<file path="src/rtl/pixel_plot_arbiter.sv">
//------------------------------------------------------------------------------
// pixel_plot_arbiter
//
// Merges three pixel streams (gold sprite, stone sprite, background) into one
// VGA adapter write port. Requests are granted with fixed priority
// gold > stone > bg. Each accepted pixel is either discarded (sprite colour
// equal to KEY, or coordinate off the 320x240 screen) or queued in a 4-entry
// FIFO. One queued pixel is written to the adapter per cycle unless the frame
// buffer stalls.
//
// Parameters
//   KEY          sprite transparency colour (gold/stone only)
//
// Ports
//   clk          system clock, rising edge
//   resetn       synchronous, active-low reset
//   gold_*       gold pixel stream   (valid/ready, x[8:0], y[7:0], color[11:0])
//   stone_*      stone pixel stream  (valid/ready, x[8:0], y[7:0], color[11:0])
//   bg_*         background stream   (valid/ready, x[8:0], y[8:0], color[11:0])
//   vga_stall    frame buffer cannot take a pixel this cycle
//   clear_count  synchronous clear of plot_count
//   vga_x/y      registered write coordinate
//   vga_colour   registered write colour
//   vga_plot     write strobe, high for one cycle per pixel
//   plot_count   pixels plotted since reset/clear, saturating
//   busy         FIFO holds data or any source is requesting
//------------------------------------------------------------------------------
`timescale 1ns/1ps

module pixel_plot_arbiter #(
    parameter logic [11:0] KEY = 12'hF0F
) (
    input  logic        clk,
    input  logic        resetn,

    input  logic        gold_valid,
    output logic        gold_ready,
    input  logic [8:0]  gold_x,
    input  logic [7:0]  gold_y,
    input  logic [11:0] gold_color,

    input  logic        stone_valid,
    output logic        stone_ready,
    input  logic [8:0]  stone_x,
    input  logic [7:0]  stone_y,
    input  logic [11:0] stone_color,

    input  logic        bg_valid,
    output logic        bg_ready,
    input  logic [8:0]  bg_x,
    input  logic [8:0]  bg_y,
    input  logic [11:0] bg_color,

    input  logic        vga_stall,
    input  logic        clear_count,

    output logic [8:0]  vga_x,
    output logic [7:0]  vga_y,
    output logic [11:0] vga_colour,
    output logic        vga_plot,
    output logic [16:0] plot_count,
    output logic        busy
);

    localparam int          DEPTH     = 4;
    localparam logic [2:0]  FULL_CNT  = 3'd4;
    localparam logic [8:0]  X_LIMIT   = 9'd320;
    localparam logic [8:0]  Y_LIMIT   = 9'd240;
    localparam logic [16:0] COUNT_MAX = 17'h1FFFF;

    typedef enum logic [1:0] {
        SRC_NONE,
        SRC_GOLD,
        SRC_STONE,
        SRC_BG
    } src_e;

    typedef struct packed {
        logic [8:0]  x;
        logic [7:0]  y;
        logic [11:0] colour;
    } pixel_t;

    // FIFO storage and control
    pixel_t      mem_q [DEPTH];
    logic [1:0]  wr_ptr_q, wr_ptr_d;
    logic [1:0]  rd_ptr_q, rd_ptr_d;
    logic [2:0]  count_q,  count_d;

    // Output registers
    pixel_t      vga_pix_q, vga_pix_d;
    logic        vga_plot_q, vga_plot_d;
    logic [16:0] plot_count_q, plot_count_d;

    // Grant / datapath signals
    src_e        src_sel;
    pixel_t      in_pix;
    logic [8:0]  in_y_wide;
    logic        in_keyed;
    logic        in_off_screen;
    logic        push;
    logic        pop;

    //--------------------------------------------------------------------------
    // Arbitration. The full check uses the registered count only, so a pop on
    // the same edge never opens a slot for a push while full. Reset blocks all
    // grants.
    //--------------------------------------------------------------------------
    always_comb begin
        // NOTE: every always_comb output gets a default first, so no path can
        // leave it unassigned and infer a latch.
        src_sel = SRC_NONE;
        if (resetn && (count_q < FULL_CNT)) begin
            if (gold_valid) begin
                src_sel = SRC_GOLD;
            end else if (stone_valid) begin
                src_sel = SRC_STONE;
            end else if (bg_valid) begin
                src_sel = SRC_BG;
            end
        end
    end

    assign gold_ready  = (src_sel == SRC_GOLD);
    assign stone_ready = (src_sel == SRC_STONE);
    assign bg_ready    = (src_sel == SRC_BG);

    //--------------------------------------------------------------------------
    // Selected pixel and drop decision. The bg stream carries a 9-bit y so
    // that off-screen rows up to 511 can be rejected; only the low byte is
    // stored. Background pixels are never colour-keyed.
    //--------------------------------------------------------------------------
    always_comb begin
        in_pix    = '0;
        in_y_wide = '0;
        in_keyed  = 1'b0;
        unique case (src_sel)
            SRC_GOLD: begin
                in_pix    = '{x: gold_x, y: gold_y, colour: gold_color};
                in_y_wide = {1'b0, gold_y};
                in_keyed  = (gold_color == KEY);
            end
            SRC_STONE: begin
                in_pix    = '{x: stone_x, y: stone_y, colour: stone_color};
                in_y_wide = {1'b0, stone_y};
                in_keyed  = (stone_color == KEY);
            end
            SRC_BG: begin
                in_pix    = '{x: bg_x, y: bg_y[7:0], colour: bg_color};
                in_y_wide = bg_y;
            end
            default: begin
                in_pix = '0;
            end
        endcase
    end

    assign in_off_screen = (in_pix.x >= X_LIMIT) || (in_y_wide >= Y_LIMIT);

    // Dropped pixels are still handshaked (consumed) but never stored.
    assign push = (src_sel != SRC_NONE) && !in_keyed && !in_off_screen;
    assign pop  = (count_q != 3'd0) && !vga_stall;

    //--------------------------------------------------------------------------
    // Next-state logic for FIFO control, output registers and plot counter.
    //--------------------------------------------------------------------------
    always_comb begin
        wr_ptr_d     = wr_ptr_q;
        rd_ptr_d     = rd_ptr_q;
        count_d      = count_q;
        vga_pix_d    = vga_pix_q;
        vga_plot_d   = 1'b0;
        plot_count_d = plot_count_q;

        // Pointers are 2 bits wide, so they wrap modulo 4 naturally.
        if (push) begin
            wr_ptr_d = wr_ptr_q + 2'd1;
        end
        if (pop) begin
            rd_ptr_d   = rd_ptr_q + 2'd1;
            vga_pix_d  = mem_q[rd_ptr_q];
            vga_plot_d = 1'b1;
        end

        // Simultaneous push and pop leaves the occupancy unchanged.
        count_d = count_q + {2'b00, push} - {2'b00, pop};

        // Clear wins over a simultaneous increment.
        if (clear_count) begin
            plot_count_d = '0;
        end else if (pop && (plot_count_q != COUNT_MAX)) begin
            plot_count_d = plot_count_q + 17'd1;
        end
    end

    //--------------------------------------------------------------------------
    // Control and output registers, synchronous active-low reset. Reset takes
    // precedence over a pending pop, so nothing is plotted on the reset edge
    // and queued entries are abandoned.
    //--------------------------------------------------------------------------
    always_ff @(posedge clk) begin
        // NOTE: registers use non-blocking assignments so every flop samples
        // the pre-edge value of its inputs, independent of statement order.
        if (!resetn) begin
            wr_ptr_q     <= '0;
            rd_ptr_q     <= '0;
            count_q      <= '0;
            vga_pix_q    <= '0;
            vga_plot_q   <= 1'b0;
            plot_count_q <= '0;
        end else begin
            wr_ptr_q     <= wr_ptr_d;
            rd_ptr_q     <= rd_ptr_d;
            count_q      <= count_d;
            vga_pix_q    <= vga_pix_d;
            vga_plot_q   <= vga_plot_d;
            plot_count_q <= plot_count_d;
        end
    end

    // NOTE: the storage array has no reset; count and pointers alone define
    // which entries are valid, so resetting the data would only cost logic.
    always_ff @(posedge clk) begin
        if (push) begin
            mem_q[wr_ptr_q] <= in_pix;
        end
    end

    //--------------------------------------------------------------------------
    // Outputs
    //--------------------------------------------------------------------------
    assign vga_x      = vga_pix_q.x;
    assign vga_y      = vga_pix_q.y;
    assign vga_colour = vga_pix_q.colour;
    assign vga_plot   = vga_plot_q;
    assign plot_count = plot_count_q;

    assign busy = (count_q != 3'd0) || gold_valid || stone_valid || bg_valid;

endmodule

</file>
<file path="config.mk">
export PLATFORM = sky130hd
export DESIGN_NAME = pixel_plot_arbiter
export DESIGN_NICKNAME = d
export VERILOG_FILES = /design/src/rtl/pixel_plot_arbiter.sv
export SDC_FILE = /design/constraint.sdc
export NUM_CORES = 1
export LEC_CHECK = 0
export ABC_AREA = 1
export CAP_MARGIN = 20
export CELL_PAD_IN_SITES_DETAIL_PLACEMENT = 0
export CELL_PAD_IN_SITES_GLOBAL_PLACEMENT = 1
export CORE_UTILIZATION = 39
export CTS_BUF_LIST = sky130_fd_sc_hd__clkbuf_16
export DETAILED_ROUTE_END_ITERATION = 10
export PLACE_DENSITY = 0.8
export SLEW_MARGIN = 20
export SYNTH_ARGS = -nofsm -noshare
export SYNTH_HDL_FRONTEND = slang
export SYNTH_SLANG_ARGS = --single-unit
</file>
<file path="constraint.sdc">
create_clock -name clk -period 4.95 [get_ports clk]
set_input_delay 0.99 -clock clk [delete_from_list [all_inputs] [get_ports clk]]
set_output_delay 0.99 -clock clk [all_outputs]
set_load 0.02 [all_outputs]
</file>
After elaboration in Yosys (flattened, before gate mapping)
Memories as Yosys holds them, arrays and structs flattened. A register that Yosys moved wholly into a read port is not among the register bits.
Cells that the tools add are included.
Storage, ports and cells
  register bits after elaboration: 25
  memory bits (writable): 116
  bits of input ports: 95
  output and inout port bits: 51
  memories: 1
Cells by class
  $add $sub $neg: 5
  $lt $le $gt $ge: 3
  equal/unequal tests: 6
  muxes and demuxes: 10
  bitwise logic cells: 1
  reduce and logical (&&, ||, !) cells: 16
Memory list
  mem_q: words 4, width 29, read ports 1, clocked after memory_dff 1, wr ports 1, RTL line 85  | pixel_t mem_q [DEPTH];
Operators by type and width (count)
  one-hot mux 29 bit (3 select lines): 1
  one-hot mux 9 bit (3 select lines): 1
  equality test 12 bit (second input constant): 2
  adder 17 x 1 -> 17 bit (second input constant): 1
  inequality test 17 bit (second input constant): 1
  greater-or-equal comparator 9 x 8 -> 1 bit (second input constant): 1
  greater-or-equal comparator 9 bit (second input constant): 1
  2-to-1 mux 2 bit: 4
  logical AND 1 bit: 5
  adder 2 x 1 -> 2 bit (second input constant): 2
  equality test 2 bit (second input constant): 2
  zero test 1 bit: 4
  logical OR 1 bit: 4
  adder 3 x 1 -> 3 bit: 1
  less-than comparator 3 bit (second input constant): 1
  2-to-1 mux 1 bit: 3
  nonzero test 3 bit: 1
  subtractor 3 x 1 -> 3 bit: 1
  equality test 2 x 1 -> 1 bit (second input constant): 1
  one-hot mux 1 bit (2 select lines): 1
  nonzero test 2 bit: 1
  OR reduction 2 bit: 1
  inverter 1 bit: 1

Depth between registers and ports, before layout
  word-level depth: 12
  depth in mapped cells: 23

Least setup slack after synthesis
OpenSTA, ideal clock, no wires.
  path kind: input to register
  start: in resetn
  end: mem mem_q[0][0] in the netlist's numbering, enable pin
  setup time: 0.415 ns
  arrival time: 3.742 ns
  data required time: 4.535 ns
  slack: 0.794 ns
  cell stages on the path: 16
  buffers on the path: 1
  cells stage by stage: inv_1 > nor2_1 > inv_1 > nor3_1 > inv_1 > ha_1 > buf_2 > nand2_1 > nand2_1 > nor2_1 > nand2_1 > nand2_1 > nand2_1 > nor2_4 > nand2_4 > nor2_1
On the way
  longest elaborated chain between the ends: 10
Ends and longest elaborated chain
  start, declared: RTL line 34  | input logic resetn,
  logical AND 1 bit *: RTL line 113  | if (resetn && (count_q < FULL_CNT)) begin
  2-to-1 mux 2 bit *: RTL line 113
  equality test 2 x 1 -> 1 bit *
  via gold_ready: RTL line 37  | output logic gold_ready,
  one-hot mux 29 bit (3 select lines) or one-hot mux 9 bit (3 select lines) (tied branches): RTL line 137  | unique case (src_sel)
  greater-or-equal comparator 9 bit or greater-or-equal comparator 9 x 8 -> 1 bit (tied branches): RTL line 158  | assign in_off_screen = (in_pix.x >= X_LIMIT) || (in_y_wide >= Y_LIMIT);
  logical OR 1 bit: RTL line 158
  zero test 1 bit: RTL line 161  | assign push = (src_sel != SRC_NONE) && !in_keyed && !in_off_screen;
  logical AND 1 bit *: RTL line 161
  2-to-1 mux 1 bit *: RTL line 224  | if (push) begin
  2-to-1 mux 1 bit (implied by the code) *: RTL line 225  | mem_q[wr_ptr_q] <= in_pix;
  end, declared: RTL line 85
Mark *: on every way through the listed nets, which the timed path passes. The rest lies on a longest branch.

Worst setup path after layout
  start: in resetn
  end: out gold_ready
On the way
  longest elaborated chain between the ends: 3
Ends and longest elaborated chain
  logical AND 1 bit: RTL line 113
  2-to-1 mux 2 bit: RTL line 113
  equality test 2 x 1 -> 1 bit: RTL line 124  | assign gold_ready = (src_sel == SRC_GOLD);
  end, declared: RTL line 37
Every way passes these cells.

==> run metrics <==
final worst path period share=86.64%; fin nets=about 1,100; VDD IR max=256.4 uV; Die Area=20,050 sq um; syn_area_per_cell=9.029 sq um; number of global-route vias before repair=approximately 6,000; CTS tree=done; clock buffer depth=2; CTS H-Tree Depth=4; wire length on met2=8927 um; layout cells sized above 1=7.315%; Setup TNS=0 ps; Filler Cell Count=roughly 1,800; most common cell after layout, fill and taps aside=nand2_1; Area Growth Syn to Fin=30.66%; Remaining DRCs=0; final hold slack=~500 ps; Cells after Synth=842; type of the worst min-delay path=register to register; commonest cells after routing, fill and taps aside=174 x nand2_1, 151 x nor2_1, 145 x clkdlybuf4s50_1, 116 x edfxtp_1, 99 x o21ai_0; critical path data required time=3960 ps; initial antenna violation count=0; antenna diode count=0; Synth Register Bits=170; Static Leak=between 0.003 and 0.004 uW; max-cap viol count=0; row count=50; chip width=141.6 um; CTS Buf Count=17; max frequency=between 200 and 250 MHz; Slew Limit Fails=0; clk_skew=between 9 and 10 ps; DR WL/cell=15.35 um; Mapped Area=7602 sq um; RSZ-0062 raised after global routing=no; Slew headroom=37.34%; grt total ovfl=0; post-route ant nets=0; Root Driver=clkbuf_16; Seq/Total Area, Yosys=60.04%; highest metal used=met4; Via density=4.852; Starting Density=40.24%; Yosys cell types=28; WL met1=8831 um; total track usage=20.44%; Worst-path clk slew=70 ps; via count=6,104; Critical Path AT=3300 ps; largest net degree at the start of global routing=61; CP Class=input pin to primary output; hold buffer count at CTS=0; post_cts resized=0; hpwl dp=~13,000 um; met3 wire len=1197 um; global-route wire length before repair=31,060 um; I/O pin count=146; Period minus WS final=4288 ps; Least-Margin Pin Slew=936.4 ps; number of DRC markers in iteration 0=379; Clock Sinks=170; Final Hold Fails=0; main flop type after synthesis=edfxtp_1; clk_lat worst skew=430 ps; Core Area=18,890 sq um; Async SR Flop Fraction=0%; GPL Wtd Cong=0.9050; Routed WL=19,320 um; syn_nets=950; crit-path max FO=16; status=completed; die height=141.6 um; # setup viols final=0; endpoint class of the critical path=primary output; cell taking the most area after synthesis=edfxtp_1; most area-consuming cells after synthesis=edfxtp_1 46%, dfxtp_1 14%, nand2_1 8.6%; power per standard cell area=438.8 nW/um^2; port buffer count=approximately 150; Ys Warns=0; Worst setup SP type=input pin; Post-synth EDFFs=116; setup bufs post-CTS=0; DRT Pass-1 Iters=5; Synth top area share=45.82%
==> cells by family (layout without fill, tap and decap cells) <==
family | after synthesis | in the layout | share of synthesized area, %
buf+inv | 118 | 274 | 6.254
fa+ha+maj | 13 | 13 | 2.238
compound gates | 147 | 147 | 10.22
xor+xnor | 1 | 1 | 0.1152
simple gates | 393 | 393 | 21.13
flops | 170 | 170 | 60.04
==> sequential cells by signal, indices dropped and copies added, names as in the netlist <==
| signal | flops |
|---|---|
| mem_q | 116 |
| rd_ptr_q | 2 |
| vga_plot | 1 |
| wr_ptr_q | 2 |
| plot_count | 17 |
| vga_y | 8 |
| vga_x | 9 |
| vga_colour | 12 |
| count_q | 3 |
==> synth_stat cells, drive strengths merged, types with 2 or more instances <==
master and count:
buf 20, ha 12, nor3 4, nor2 163
dfxtp 54, nand4 4, a31oi 29, edfxtp 116
and2 2, inv 76, clkbuf 22, nand3 40
nand2 179, a21oi 17, o21ai 100
==> final timing paths <==
kind                            cells past startpoint       endpoint  slack [ps]          start
worst max-delay path                                7     gold_ready         660         resetn
worst min-delay path                                2  plot_count[9]         500  plot_count[9]
worst max register to register                     22     count_q[2]        1620     count_q[2]
worst min register to register                      2  plot_count[9]         500  plot_count[9]
==> stage by stage <==
step,total power [uW],cell area [sq um],setup WS (ps),utilization (%),instances
floorplan,2601,7602,793.6,-,842
global placement,3097,9358,472.8,49.53,1226
detailed placement,3109,9358,378.0,49.53,1226
CTS,4394,9933,660.4,52.58,1258
global route,4600,9933,365.8,52.58,1258
finish,4358,9933,661.5,52.58,1258
==> where the power goes <==
group | internal [uW] | switching (uW)
clock network | 743 | 548
registers | 1760 | 102
logic | 461 | 744
total | 2970 | 1390
==> final cells by class <==
type / count / area [sq um] / share of cell area (%)
clock buffer: 17 / 425.4 / 4.283
sequential: 170 / 4566 / 45.96
multi-input combinational: 554 / 2572 / 25.90
clock inverter: 15 / 150.1 / 1.512
inverter: 76 / 285.3 / 2.872
tap: 260 / 325.3 / 3.275
timing repair buffer: 166 / 1609 / 16.20
==> worst max-delay path: stages <==
cell and delay, ps:
clkdlybuf4s50_1 490, inv_1 110, nor2_1 120, inv_1 70, a21oi_1 230, ha_1 570, clkdlybuf4s50_1 720
==> routing by layer <==
metal  up-vias  GRT usage (%)
li1       3081              -
met3        29          5.265
met4         0          6.735
met2       167          33.24
met5         -              0
met1      2827          26.58
No activity file was read; power rests on OpenSTA's default activity.
